==> src/rtl/uart_pkg.sv <==
// Shared types and constants for the UART transmit arbiter.
package uart_pkg;

  localparam int unsigned ByteW          = 8;
  localparam int unsigned DefaultTimeout = 1024;

  typedef enum logic [1:0] {
    StIdle,
    StSend,
    StAck,
    StLocked
  } arb_state_e;

endpackage

==> src/rtl/rr_pick.sv <==
// Combinational round-robin picker: first set request strictly after rr_ptr_i, with wrap.
module rr_pick #(
  parameter int unsigned  NReq = 4,
  localparam int unsigned IdW  = $clog2(NReq)
) (
  input  logic [NReq-1:0] req_i,
  input  logic [IdW-1:0]  rr_ptr_i,
  output logic [NReq-1:0] winner_oh_o,
  output logic [IdW-1:0]  winner_id_o,
  output logic            any_valid_o
);

  int unsigned    idx;
  logic [IdW-1:0] pick;

  always_comb begin
    winner_oh_o = '0;
    winner_id_o = '0;
    any_valid_o = 1'b0;
    idx         = 0;
    pick        = '0;
    for (int unsigned k = 1; k <= NReq; k++) begin
      // rr_ptr_i < NReq and k <= NReq, so one subtraction is enough to wrap.
      idx = 32'(rr_ptr_i) + k;
      if (idx >= NReq) idx = idx - NReq;
      pick = IdW'(idx);
      if (!any_valid_o && req_i[pick]) begin
        any_valid_o       = 1'b1;
        winner_id_o       = pick;
        winner_oh_o[pick] = 1'b1;
      end
    end
  end

endmodule

==> src/rtl/uart_tx_arbiter.sv <==
// Round-robin arbiter sharing one UART transmitter between N_REQ byte producers,
// with packet lock and a watchdog on both the UART ack wait and the lock idle time.
module uart_tx_arbiter
  import uart_pkg::*;
#(
  parameter int unsigned  N_REQ          = 4,
  parameter int unsigned  TIMEOUT_CYCLES = DefaultTimeout,
  localparam int unsigned ID_W           = $clog2(N_REQ)
) (
  input  logic                   clk,
  input  logic                   reset,
  input  logic [N_REQ-1:0]       req,
  input  logic [ByteW*N_REQ-1:0] req_data,
  input  logic [N_REQ-1:0]       req_last,
  output logic [N_REQ-1:0]       req_ack,
  output logic [N_REQ-1:0]       grant,
  output logic [ByteW-1:0]       uart_data_in,
  output logic                   uart_send_req,
  input  logic                   uart_send_ack,
  output logic                   timeout_err,
  output logic [ID_W-1:0]        timeout_id
);

  localparam int unsigned CntW = $clog2(TIMEOUT_CYCLES + 1);
  localparam logic [CntW-1:0] CntLast = CntW'(TIMEOUT_CYCLES - 1);
  localparam logic [CntW-1:0] CntMax  = {CntW{1'b1}};

  arb_state_e       state_q, state_d;
  logic [N_REQ-1:0] grant_q, grant_d;
  logic [ByteW-1:0] data_q, data_d;
  logic             last_q, last_d;
  logic [CntW-1:0]  cnt_q, cnt_d, cnt_inc;
  logic [ID_W-1:0]  rr_ptr_q, rr_ptr_d;
  logic [ID_W-1:0]  owner_q, owner_d;
  logic             timeout_err_q, timeout_err_d;
  logic [ID_W-1:0]  timeout_id_q, timeout_id_d;

  logic [N_REQ-1:0] win_oh;
  logic [ID_W-1:0]  win_id;
  logic             win_valid;
  logic [ByteW-1:0] req_bytes [N_REQ];

  for (genvar g = 0; g < N_REQ; g++) begin : g_bytes
    assign req_bytes[g] = req_data[g*ByteW +: ByteW];
  end

  rr_pick #(
    .NReq (N_REQ)
  ) u_rr_pick (
    .req_i       (req),
    .rr_ptr_i    (rr_ptr_q),
    .winner_oh_o (win_oh),
    .winner_id_o (win_id),
    .any_valid_o (win_valid)
  );

  assign cnt_inc = (cnt_q == CntMax) ? cnt_q : cnt_q + CntW'(1);

  always_comb begin
    state_d       = state_q;
    grant_d       = grant_q;
    data_d        = data_q;
    last_d        = last_q;
    cnt_d         = cnt_q;
    rr_ptr_d      = rr_ptr_q;
    owner_d       = owner_q;
    timeout_err_d = 1'b0;
    timeout_id_d  = timeout_id_q;

    unique case (state_q)
      StIdle: begin
        cnt_d = '0;
        if (win_valid) begin
          grant_d = win_oh;
          owner_d = win_id;
          data_d  = req_bytes[win_id];
          last_d  = req_last[win_id];
          state_d = StSend;
        end
      end
      StSend: begin
        // An ack in the expiry cycle still completes the byte.
        if (uart_send_ack) begin
          state_d = StAck;
        end else if (cnt_q == CntLast) begin
          timeout_err_d = 1'b1;
          timeout_id_d  = owner_q;
          grant_d       = '0;
          rr_ptr_d      = owner_q;
          cnt_d         = '0;
          state_d       = StIdle;
        end else begin
          cnt_d = cnt_inc;
        end
      end
      StAck: begin
        rr_ptr_d = owner_q;
        cnt_d    = '0;
        if (last_q) begin
          grant_d = '0;
          state_d = StIdle;
        end else begin
          state_d = StLocked;
        end
      end
      StLocked: begin
        if (req[owner_q]) begin
          data_d  = req_bytes[owner_q];
          last_d  = req_last[owner_q];
          cnt_d   = '0;
          state_d = StSend;
        end else if (cnt_q == CntLast) begin
          timeout_err_d = 1'b1;
          timeout_id_d  = owner_q;
          grant_d       = '0;
          cnt_d         = '0;
          state_d       = StIdle;
        end else begin
          cnt_d = cnt_inc;
        end
      end
      default: state_d = StIdle;
    endcase
  end

  always_ff @(posedge clk or negedge reset) begin
    if (!reset) begin
      state_q       <= StIdle;
      grant_q       <= '0;
      data_q        <= '0;
      last_q        <= 1'b0;
      cnt_q         <= '0;
      rr_ptr_q      <= ID_W'(N_REQ - 1);
      owner_q       <= '0;
      timeout_err_q <= 1'b0;
      timeout_id_q  <= '0;
    end else begin
      state_q       <= state_d;
      grant_q       <= grant_d;
      data_q        <= data_d;
      last_q        <= last_d;
      cnt_q         <= cnt_d;
      rr_ptr_q      <= rr_ptr_d;
      owner_q       <= owner_d;
      timeout_err_q <= timeout_err_d;
      timeout_id_q  <= timeout_id_d;
    end
  end

  assign uart_send_req = (state_q == StSend);
  assign uart_data_in  = data_q;
  assign grant         = grant_q;
  assign req_ack       = (state_q == StAck) ? grant_q : '0;
  assign timeout_err   = timeout_err_q;
  assign timeout_id    = timeout_id_q;

endmodule

==> config.mk <==
export PLATFORM = sky130hd
export DESIGN_NAME = uart_tx_arbiter
export DESIGN_NICKNAME = d
export VERILOG_FILES = /design/src/rtl/uart_pkg.sv /design/src/rtl/rr_pick.sv /design/src/rtl/uart_tx_arbiter.sv
export SDC_FILE = /design/constraint.sdc
export NUM_CORES = 1
export LEC_CHECK = 0
export CORE_MARGIN = 4
export CORE_UTILIZATION = 40
export CTS_BUF_LIST = sky130_fd_sc_hd__clkbuf_16
export CTS_CLUSTER_DIAMETER = 80
export DETAILED_ROUTE_END_ITERATION = 6
export HOLD_SLACK_MARGIN = 0.08
export PLACE_DENSITY = 0.67
export SYNTH_ARGS = -nofsm -noshare
export SYNTH_HDL_FRONTEND = slang
export SYNTH_SLANG_ARGS = --single-unit
==> constraint.sdc <==
create_clock -name clk -period 7.1 [get_ports clk]
set_clock_uncertainty 0.2 [all_clocks]
set_input_delay 2.13 -clock clk [delete_from_list [all_inputs] [get_ports clk]]
set_output_delay 2.13 -clock clk [all_outputs]
set_load 0.01 [all_outputs]
After elaboration in Yosys (flattened, before gate mapping)

Cells that the tools add are included.

Add/subtract/negate cells: 9
Multipliers: 0
Divide/modulo/power cells: 0
Magnitude comparators: 16
Equal/unequal tests: 11
Shifts and indexed selects: 0
Muxes and demuxes: 79
Bitwise gates (word level): 5
Reduce and logical (&&, ||, !) cells: 20

Operators with widths:

| kind                                                              | count |
|---|---|
| 2-to-1 mux 8 bit                                                  | 6 |
| 2-to-1 mux 11 bit                                                 | 4 |
| 2-to-1 mux 4 bit                                                  | 10 |
| 2-to-1 mux 2 bit                                                  | 18 |
| one-hot mux 11 bit (3 select lines)                               | 1 |
| binary-select mux 8 bit (select 2 bit)                            | 2 |
| 2-to-1 mux 1 bit                                                  | 20 |
| less-than comparator 2 x 3 -> 1 bit, second input constant        | 6 |
| one-hot mux 4 bit (4 select lines)                                | 1 |
| one-hot mux 8 bit (2 select lines)                                | 1 |
| greater-or-equal comparator 3 bit, second input constant          | 5 |
| binary-select mux 1 bit (select 2 bit)                            | 7 |
| OR 4 bit                                                          | 3 |
| adder 11 x 1 -> 11 bit, second input constant                     | 1 |
| equality test 11 x 10 -> 1 bit, second input constant             | 1 |
| equality test 11 bit, second input constant                       | 1 |
| AND reduction 3 bit                                               | 3 |
| demux 1 bit (select 2 bit)                                        | 4 |
| greater-or-equal comparator 2 x 1 -> 1 bit, second input constant | 4 |
| != test 2 bit, second input constant                              | 4 |
| one-hot mux 2 bit (2 select lines)                                | 2 |
| one-hot mux 2 bit (4 select lines)                                | 1 |
| subtractor 2 x 1 -> 2 bit, second input constant                  | 4 |
| logical AND 1 bit                                                 | 7 |
| other kinds (15)                                                  | 24 |

Flip-flop bits (word level): 33
Bits in latches: 0
Memory bits (writable): 0
ROM bits: 0
Input port bits: 43
Output and inout bits: 20
Word-level logic and storage cells: 149
Memories: 0

Longest topological paths before layout

Depth after elaboration: 21
Gate-level depth with buffers: 10
Depth with buffers taken out: 8

By module

A second synthesis with hierarchy kept.

Cell total of the unflattened synthesis: 259
Area, all modules: 2,626.3 µm²

By module, submodules not included:

| module          | instances | cells an instance | area each (µm²) | sequential area each (µm²) |
|---|---|---|---|---|
| uart_tx_arbiter | 1         | 191               | 2,100.8         | 828.3 |
| rr_pick         | 1         | 68                | 525.5           | 0.0 |

Worst setup path after synthesis

OpenSTA, ideal clock, no wires.

Path kind: input to register
Start: input req[1]
End: register data_q[7], in the netlist uart_data_in[7]
Library setup time: 0.126 ns
Arrival time: 3.834 ns
Data required time: 6.774 ns
Path slack: 2.940 ns
Stages: 6
Path buffers: 0
Cells stage by stage: mux4_2 a211oi_1 o21ai_2 nand2_1 mux2_1 o311a_1

Word-level cells in the longest chain between the ends: 18

RTL lines:

| item                                                | RTL line               | RTL |
|---|---|---|
| from (decl)                                         | uart_tx_arbiter.sv:12  | `input logic [N_REQ-1:0] req,` |
| binary-select mux 1 bit (select 2 bit)              | rr_pick.sv:27          | `if (!any_valid_o && req_i[pick]) begin` |
| 2-to-1 mux 1 bit (implied by the code)              | rr_pick.sv:27          |  |
| 2-to-1 mux 1 bit                                    | rr_pick.sv:27          |  |
| zero test 1 bit                                     | rr_pick.sv:27          |  |
| logical AND 1 bit                                   | rr_pick.sv:27          |  |
| 2-to-1 mux 1 bit                                    | rr_pick.sv:27          |  |
| zero test 1 bit                                     | rr_pick.sv:27          |  |
| logical AND 1 bit                                   | rr_pick.sv:27          |  |
| 2-to-1 mux 1 bit                                    | rr_pick.sv:27          |  |
| zero test 1 bit                                     | rr_pick.sv:27          |  |
| logical AND 1 bit                                   | rr_pick.sv:27          |  |
| 2-to-1 mux 2 bit                                    | rr_pick.sv:27          |  |
| inverter 2 -> 3 bit (implied by the code)           | uart_tx_arbiter.sv:76  | `data_d = req_bytes[win_id];` |
| binary-select mux 8 bit (select 2 bit)              | uart_tx_arbiter.sv:76  |  |
| 2-to-1 mux 8 bit (implied by the code) (2 in a row) | uart_tx_arbiter.sv:76  |  |
| 2-to-1 mux 8 bit                                    | uart_tx_arbiter.sv:73  | `if (win_valid) begin` |
| one-hot mux 8 bit (2 select lines)                  | uart_tx_arbiter.sv:70  | `unique case (state_q)` |
| to (signal assigned)                                | uart_tx_arbiter.sv:140 | `data_q <= data_d;` |
| to (decl)                                           | uart_tx_arbiter.sv:30  | `logic [ByteW-1:0] data_q, data_d;` |

Several ways; a longest one is shown, not always the timed one. The select of a mux whose other input is x is not followed.
A chain may end at the register's enable or synchronous reset.

Worst setup path in the final report

Start: input req[2]
End: register data_q[7], in the netlist uart_data_in[7]

Same word-level chain as after synthesis.

==> reports/metrics.yaml <==
dp.final_hpwl_mm: 4.70
timing.reg2reg.setup_slack_ns: 3.70
buffer_ports.inserted: 62
synth.ff_latch_count: 33
synth_enable_flop_cells: 0
synthTopCellsByCount: "sky130_fd_sc_hd__dfrtp_1 (31), sky130_fd_sc_hd__o21ai_0 (22), sky130_fd_sc_hd__nor2_1 (21)"
finalHoldWorstSlack_ns: 0.318
worst_path_dominant_cell_family: "multiplexers"
drt_iter0_drc: 148
worstSetupPathType: "primary input to register"
gp_congestion: 0.843
rr_endpoint: "uart_data_in[7]"
slew_viol_final: 0
n_antenna_cell: 0
core_area_sq_um: 6350
synth_sequential_area_ratio_pct: 31.6
vdd_ir_drop_max_mv: 0.177
grt_remaining_overflow: 0
worst-endpoint-arrival_ns: 4.52
drv_cap: 0
grt_setup_unrepaired: "false"
first_global_vias: 2269
synthDominantAreaCellType: "sky130_fd_sc_hd__dfrtp_1"
chipWidth_microns: 88.9
postSynthAreaPerCell_sq_um: 10.1
vias_per_cell: 5.72
antenna_left: 0
run_status: "finished clean"
worst_setup_path_end_kind: "register"
start_util_pct: 41.2
synth.lib_cells_used.distinct: 54
power.leakage_uw: 0.00138
die_area_sq_um: 7900
clock_tree.htree_level_count: 2
grt_util_all_layers_pct: 16.7
instances_no_fill: 399
clk_pin_slew_worst_paths_ns: 0.05
synthesis.area_sq_um: 2620
rr_startpoint: "rr_ptr_q[0]"
route.vias.total: 2281
synthFlopType: "sky130_fd_sc_hd__dfrtp_1"
worst_slew_pin_slew_ns: 0.851
clk_path_buf_depth: 2
synthArstFlopShare_pct: 100
place_inst: 391
library_cell_used_as_clock_root_buffer: "sky130_fd_sc_hd__clkbuf_16"
post_cts_hold_buffer_count: 0
worst_hold_startpoint: "cnt_q[7]"
crit_path_buf_inv_count: 1
n_fill_cell: 567
path_cells: "clkdlybuf4s50_1 > mux4_2 > a211oi_1 > o21ai_2 > nand2_1 > mux2_1 > o311a_1"
wirelength_mm: 6.30
die-height_microns: 88.9
cts-resized-gates: 0
post_synth_main_area_contributors: "sky130_fd_sc_hd__dfrtp_1 (30%), sky130_fd_sc_hd__mux4_2 (12%), sky130_fd_sc_hd__a211oi_1 (4.9%)"
final.period_utilization_pct: 64.2
nets: 373
worstHoldPathCells: 1
total_nets_after_synthesis: 312
report.final.hold_viol_count: 0
post_synth_inst_count: 260
clk_latency_ns: 0.28
synth.yosys.warnings: 0
floorplan.io_pins: 63
post_route_cells_drive_above_1_share_pct: 12.1
critical_path.max_stage_delay_ns: 0.65
cts.sink_count: 33
critical_path_required_ns: 7.06
fin_setup_tns_ns: 0
number_of_cts_inserted_buffers: 5
r2r_cells: 8
maximum_number_of_pins_on_one_net_before_global_route_repair: 34
drc: 0
synthMostInstantiatedCell: "sky130_fd_sc_hd__dfrtp_1"
cts_tree: "yes"
min_path_type: "register to register"
timing.fmax_mhz: 219
slew-limit-headroom_pct: 42.8
finalWorstPathRequiredPeriod_ns: 4.56
total_setup_buffers_inserted_after_cts: 0
p_per_area_nw_per_um2: 397
cp_max_fo: 9
grt_antenna_before_repair: 0
post_drt_wl_per_cell_microns: 15.8
placed_area_sq_um: 3280
min_to: "cnt_q[7]"
fin_area_sq_um: 3450
timing.critical_path.from_type: "primary input"
setup_violations: 0
dr.pass1.iters: 4
num_rows: 29
grt_first_pass_wirelength_mm: 10.3
area_growth_syn_to_layout_pct: 31.7
yosys.area.top_type_share_pct: 29.6
critical_path.slowest_cell: "sky130_fd_sc_hd__mux4_2"
-- power by group --
| part | leakage (uW) | total (uW) | switching (uW) | internal, uW |
|---|---|---|---|---|
| logic | 0.000882 | 773 | 390 | 383 |
| registers | 0.000413 | 355 | 102 | 253 |
| clock network | 0.0000826 | 239 | 76.2 | 163 |
| total | 0.00138 | 1370 | 568 | 799 |
-- cell type report --
class,count,area (sq um),area share (%)
Clock buffer,5,125,3.63
Sequential cell,33,828,24.0
Multi-Input combinational cell,212,1710,49.5
Inverter,5,18.8,0.544
Timing Repair Buffer,64,636,18.4
Tap cell,77,96.3,2.79
Clock inverter,3,37.5,1.09
-- kinds of logic (layout without fill, tap and decap cells) --
family                     count (synthesis)  after routing  share of synthesized area, %
AOI/OAI and AO/OA                         79             79                          22.0
xor gates and xnor gates                   5              5                          1.67
adders and majority gates                  9              9                          4.30
buffers and inverters                     15             77                          3.20
DFF                                       33             33                          31.6
muxes                                     30             30                          18.5
and+or+nand+nor                           89             89                          18.7
-- metrics by stage --
| step | worst slack (ns) | total power (uW) | utilization [%] |
|---|---|---|---|
| 6_report | 2.54 | 1370 | 54.3 |
| 5_1_grt | 2.45 | 1480 | 54.3 |
| 4_1_cts | 2.55 | 1380 | 54.3 |
| 3_5_place_dp | 2.25 | 1130 | 51.7 |
| 3_3_place_gp | 2.29 | 1120 | 51.7 |
| 2_1_floorplan | 2.94 | 935 | - |
-- per-layer routing --
metal | routed length [microns] | track usage (%) | vias up
li1 | - | - | 1116
met3 | 431 | 3.78 | 11
met2 | 3040 | 27.6 | 81
met4 | 95 | 5.08 | 0
met5 | 0 | 0 | -
met1 | 2730 | 21.8 | 1073
-- flip-flops by register name (all words and copies together) (netlist names) --
| register | count |
|---|---|
| timeout_err | 1 |
| grant | 4 |
| timeout_id | 2 |
| owner_q | 2 |
| uart_data_in | 8 |
| state_q | 2 |
| last_q | 1 |
| cnt_q | 11 |
| rr_ptr_q | 2 |
-- how the worst max path moves through the flow --
stage,from,endpoint,slack (ns),depth (start not counted)
final,req[2],uart_data_in[7],2.54,7
after global routing,req[3],uart_data_in[7],2.45,7
after CTS,req[3],uart_data_in[7],2.55,7
after detailed placement,req[3],uart_data_in[7],2.25,7
after global placement,req[2],uart_data_in[7],2.29,7
after floorplan,req[1],uart_data_in[7],2.94,6
-- layout by cell type, fill, tap and decap left out, types with 6 or more instances in the layout --
cell / netlist / routed
sky130_fd_sc_hd__mux4_2: 14 / 14
sky130_fd_sc_hd__inv_1: 5 / 6
sky130_fd_sc_hd__a211oi_1: 17 / 17
sky130_fd_sc_hd__and3_1: 8 / 8
sky130_fd_sc_hd__clkdlybuf4s50_1: 0 / 62
sky130_fd_sc_hd__o21ai_0: 22 / 22
sky130_fd_sc_hd__mux2i_1: 10 / 10
sky130_fd_sc_hd__a22oi_1: 8 / 8
sky130_fd_sc_hd__nand2_1: 20 / 20
sky130_fd_sc_hd__ha_1: 9 / 9
sky130_fd_sc_hd__and2_1: 9 / 9
sky130_fd_sc_hd__dfrtp_1: 31 / 31
sky130_fd_sc_hd__nor2_1: 21 / 21
Power figures use the tool's default switching activity.
==> patch 1, RTL diff (same settings) <==
The parameter `N_REQ` goes from 4 to 8.
--- a/src/rtl/uart_tx_arbiter.sv
+++ b/src/rtl/uart_tx_arbiter.sv
@@ -3,7 +3,7 @@
 module uart_tx_arbiter
   import uart_pkg::*;
 #(
-  parameter int unsigned  N_REQ          = 4,
+  parameter int unsigned  N_REQ          = 8,
   parameter int unsigned  TIMEOUT_CYCLES = DefaultTimeout,
   localparam int unsigned ID_W           = $clog2(N_REQ)
 ) (
Ports: changed (6 resized); port bits go from 63 to 112. No check against the original RTL was run, so the function may have changed too.
==> patch 1 against the original RTL <==
Non-clock buffer count grew 52; sequential power is 23% higher; routed wire length grew 87%; worst setup slack got worse by 1.3 ns; combinational power grew to 2.8 times the old value; die area up 59%; cell area increased by 63%; critical path depth increased by 3; power increased by 110%; sequential cell count is 7 higher; synthesized area is 65% higher.
==> patch 1: results (changes against the original RTL) <==
[run_status]
status=complete, no violations

[synth]
synthMuxAreaShare=0.423  ; +0.239
synth_nets=490  ; +57%
synth_top_cell_by_area=dfrtp_1
synthArstFlopShare=1.00  ; unchanged
yosys.area_share.xor_xnor=0.0257  ; +0.00899
yosys.cell_types.count=64  ; +19%
seq_area_frac_synth=0.232  ; -0.0844
ys_top_cells_by_area=dfrtp_1, mux4_2, mux2i_1
synth_fa_ha_area_frac=0.0202  ; -0.0228
synth_common_cells=mux2i_1, nand2_1, dfrtp_1
synth_compound_area_frac=0.122  ; -0.0984
yosysWarnings=0  ; unchanged

[routing]
drc=0  ; unchanged
drt_pre_antenna_iters=4  ; unchanged
drt_iter0_markers=176  ; +19%
drt-total-wl_mm=11.8  ; +87%
via_per_inst=5.88  ; +2.9%

[finish]
nNetsFinal=590  ; +58%
drive_above_1_share=0.178  ; +0.0569
largest_reg_flops=11  ; unchanged
diodes=0  ; unchanged
fillCellCount=931  ; +64%
largest-register=cnt_q

[grt]
track_usage=0.181  ; +0.0146
grt_first_pass_wirelength_mm=19.0  ; +84%
grt_max_degree=41  ; +21%
antenna_found_initial=0  ; unchanged
grt_pass1_vias=3850  ; +70%

[worst_setup_path]
worstPathMaxFanout=18  ; +9
critPathLaunch=req[7]
r2r-end=uart_data_in[1]
endpoint_kind=register
r2r_cells=11  ; +3
r2r-start=rr_ptr_q[1]
r2r_slack_ns=1.70  ; -2.00 ns
crit_arrival_ns=5.79  ; +1.27 ns

[placed_design]
port_buffers=111  ; +79%
gp_congestion=0.888  ; +5.3%
dp_hpwl_mm=9.30  ; +98%

[clock_tree]
clk_pin_slew_ns=0.06
cts_buffers=5  ; unchanged
cts_root_buf=clkbuf_16
cts_resized=0  ; unchanged
post_cts_buffers=0  ; unchanged
htree_levels=2  ; unchanged
clockBufferDepth=2  ; unchanged

[hold_path]
min_path_type=reg2reg

[sta]
slew-limit-headroom=0.292  ; -0.136

[pwr]
irDropWorstVdd_mv=0.223  ; +26%
p_leak_nw=2.27  ; +64%

## patch 1: cells by family after synthesis
logic type      after synthesis
fa+ha+maj                     7
mux                         126
buf+inv                      30
compound gates               69
xor+xnor                     11
flops                        40
simple gates                117
## patch 1: worst min-delay path by stage
| stage | startpoint | to | cells past startpoint |
|---|---|---|---|
| after floorplan | cnt_q[7] | cnt_q[7] | 2 |
| after global placement | grant[5] | grant[5] | 2 |
| after detailed placement | grant[5] | grant[5] | 2 |
| after CTS | grant[5] | grant[5] | 2 |
| after global routing | grant[5] | grant[5] | 2 |
| final | grant[6] | grant[6] | 2 |
## patch 1: final cells by class
cell class                 instances  share of cell area
multi-input combinational        330               0.559
timing repair buffer             116               0.203
clock buffer                       5              0.0222
inverter                           7             0.00466
tap                              136              0.0302
clock inverter                     2             0.00222
sequential                        40               0.178
## patch 1: power by group
group	internal [mW]	total [mW]	leakage (nW)	switching [mW]
registers	0.309	0.438	0.518	0.129
logic	1.10	2.18	1.68	1.08
clock network	0.127	0.212	0.0657	0.0849
## patch 1: routing by layer
layer,up-vias,GRT usage,share of wire
li1,1759,-,-
met1,1841,0.232,0.42
met2,134,0.320,0.50
met3,8,0.0404,0.070
met4,0,0.0321,0.0080
met5,-,0,0
## patch 1: metrics by stage
step           cells  cell area, um2  hold WS (ns)  worst slack (ns)
6_report         636            5630         0.297              1.27
5_1_grt          636            5630         0.338              1.08
4_1_cts          636            5630         0.305              1.30
3_5_place_dp     629            5500         0.292             0.998
3_3_place_gp     629            5500         0.288              1.07
2_1_floorplan    400            4330         0.297              2.25
## patch 1: worst max-delay path, stage by stage
cell	delay [ns]
clkdlybuf4s50_1	0.65
mux2i_1	0.13
mux4_2	0.64
nand2_2	0.14
o221ai_2	0.11
o221ai_1	0.23
a21oi_1	0.14
a221oi_4	0.81
mux4_1	0.43
a221o_1	0.36
==> patch 2, RTL diff (config.mk and constraints unchanged) <==
Made on the original files. Encoding of `arb_state_e`: now one-hot (4 bits for 4 states).
--- a/src/rtl/uart_pkg.sv
+++ b/src/rtl/uart_pkg.sv
@@ -4,11 +4,11 @@
   localparam int unsigned ByteW          = 8;
   localparam int unsigned DefaultTimeout = 1024;
 
-  typedef enum logic [1:0] {
-    StIdle,
-    StSend,
-    StAck,
-    StLocked
+  typedef enum logic [3:0] {
+    StIdle   = 4'b0001,
+    StSend   = 4'b0010,
+    StAck    = 4'b0100,
+    StLocked = 4'b1000
   } arb_state_e;
 
 endpackage
Check against the original RTL: same outputs for any inputs over 4 cycles, from zero or initial values and one cycle with reset low; so few cycles prove little.
==> patch 2 against the original RTL <==
Register-to-register slack lost 0.74 ns; worst setup slack lost 0.58 ns; sequential cell count grew 2; sequential power grew 3%; synthesized area grew 5.6%; cell area grew 3.3%; critical endpoint is now uart_data_in[1]; core utilization shrank 1.6 points; non-clock buffer count grew 2; routed wire length grew 4.6%; maximum frequency shrank 11%; cell count grew 2.3%; count of clock-buffer cells in the layout is the same; synthesized cell count grew 1.9%; power grew 9.7%; largest power group unchanged.
==> patch 2: results (changes against the original RTL) <==
[run_status]
status=complete, no violations

[clock_tree]
post_cts_buffers=0  ; unchanged
clk_pin_slew_ns=0.05  ; about the same
cts_root_buf=clkbuf_16
htree_levels=2  ; unchanged
worstSkewPairLatency_ns=0.27
cts_buffers=5  ; unchanged
cts_resized=0  ; unchanged
clockBufferDepth=2  ; unchanged

[synth]
yosys.cell_types.count=53  ; -1.9%
yosysWarnings=0  ; unchanged
synth_nets=317  ; +1.6%
synth_common_cells=dfrtp_1, mux2i_1, nor2_1
synth_top_cell_area_share=0.290  ; -0.00664
synthArstFlopShare=1.00  ; unchanged
seq_area_frac_synth=0.318  ; +0.00180
ys_top_cells_by_area=dfrtp_1, mux4_2, mux2i_1

[worst_setup_path]
crit_arrival_ns=5.06  ; +0.54 ns
crit_end=uart_data_in[1]
r2r_slack_ns=2.96  ; -0.74 ns
worstPathMaxFanout=18  ; +9
r2r-start=rr_ptr_q[0]
critPathLaunch=req[2]
r2r_cells=9  ; +1

[pwr]
irDropWorstVdd_mv=0.187  ; +5.7%
p_leak_nw=1.44  ; +4.4%

[finish]
nNetsFinal=379  ; +1.6%
largest_reg_flops=11  ; unchanged
drive_above_1_share=0.174  ; +0.0527
diodes=0  ; unchanged
largest-register=cnt_q

[routing]
wl_per_cell_um=16.1  ; +2.3%
drt_iter0_markers=163  ; +10%
drc=0  ; unchanged
drt_pre_antenna_iters=4  ; unchanged
num_vias=2326  ; +2.0%

[grt]
antenna_found_initial=0  ; unchanged
grt_max_degree=36  ; +5.9%
track_usage=0.164  ; -0.00311
grt_first_pass_wirelength_mm=11.2  ; +8.7%

[sta]
slew-limit-headroom=0.230  ; -0.198

[placed_design]
port_buffers=62  ; unchanged
gp_congestion=0.918  ; +8.9%
dp_hpwl_mm=4.91  ; +4.4%
placed_cell_area_mm2=0.00342  ; +4.2%

[hold_path]
min_path_type=reg2reg
min_from=cnt_q[10]

patch 2: cell families after synthesis:
group | share of synthesized area
buffers and inverters | 0.0493
DFF | 0.318
xor gates and xnor gates | 0.0222
AOI/OAI and AO/OA | 0.181
and+or+nand+nor | 0.168
muxes | 0.220
adders and majority gates | 0.0407
patch 2: critical path, stage by stage:
cell             delay [ns]
clkdlybuf4s50_1        0.59
a21boi_0               0.18
a32oi_2                0.57
nor2_2                 0.13
o22ai_2                0.90
buf_4                  0.25
mux2i_1                0.23
a221oi_2               0.08
patch 2: power by group:
group	switching, mW	internal [mW]	leakage, nW	total (mW)
clock network	0.0758	0.126	0.0701	0.202
registers	0.0937	0.271	0.439	0.364
logic	0.467	0.467	0.930	0.934
total	0.637	0.863	1.44	1.50
patch 2: cell type report:
class / count / area (um2)
fill: 605 / 3200
multi-input combinational: 207 / 1750
sequential: 35 / 880
timing repair buffer: 66 / 651
clock buffer: 5 / 125
tap: 80 / 100
inverter: 12 / 45.0
clock inverter: 3 / 11.3
patch 2: worst min path at each step:
| stage | end | slack (ns) | cells after the start |
|---|---|---|---|
| floorplan | cnt_q[10] | 0.27 | 1 |
| detailed placement | cnt_q[10] | 0.29 | 1 |
| global route | cnt_q[10] | 0.32 | 1 |
| finish | cnt_q[10] | 0.31 | 1 |
| CTS | cnt_q[10] | 0.31 | 1 |
| global placement | cnt_q[10] | 0.29 | 1 |
patch 2: metrics by stage:
stage,instances,utilization,setup slack [ns]
CTS,408,0.527,1.96
global route,408,0.527,1.78
global placement,400,0.507,1.81
finish,408,0.527,1.96
detailed placement,400,0.507,1.66
floorplan,265,-,3.11
patch 2: metal layers:
layer  global-route usage  wire (um)  share of wire
met4               0.0440         86          0.013
met1                0.221       3050           0.46
met5                    0          0              0
met2                0.256       2960           0.45
met3               0.0472        488          0.074
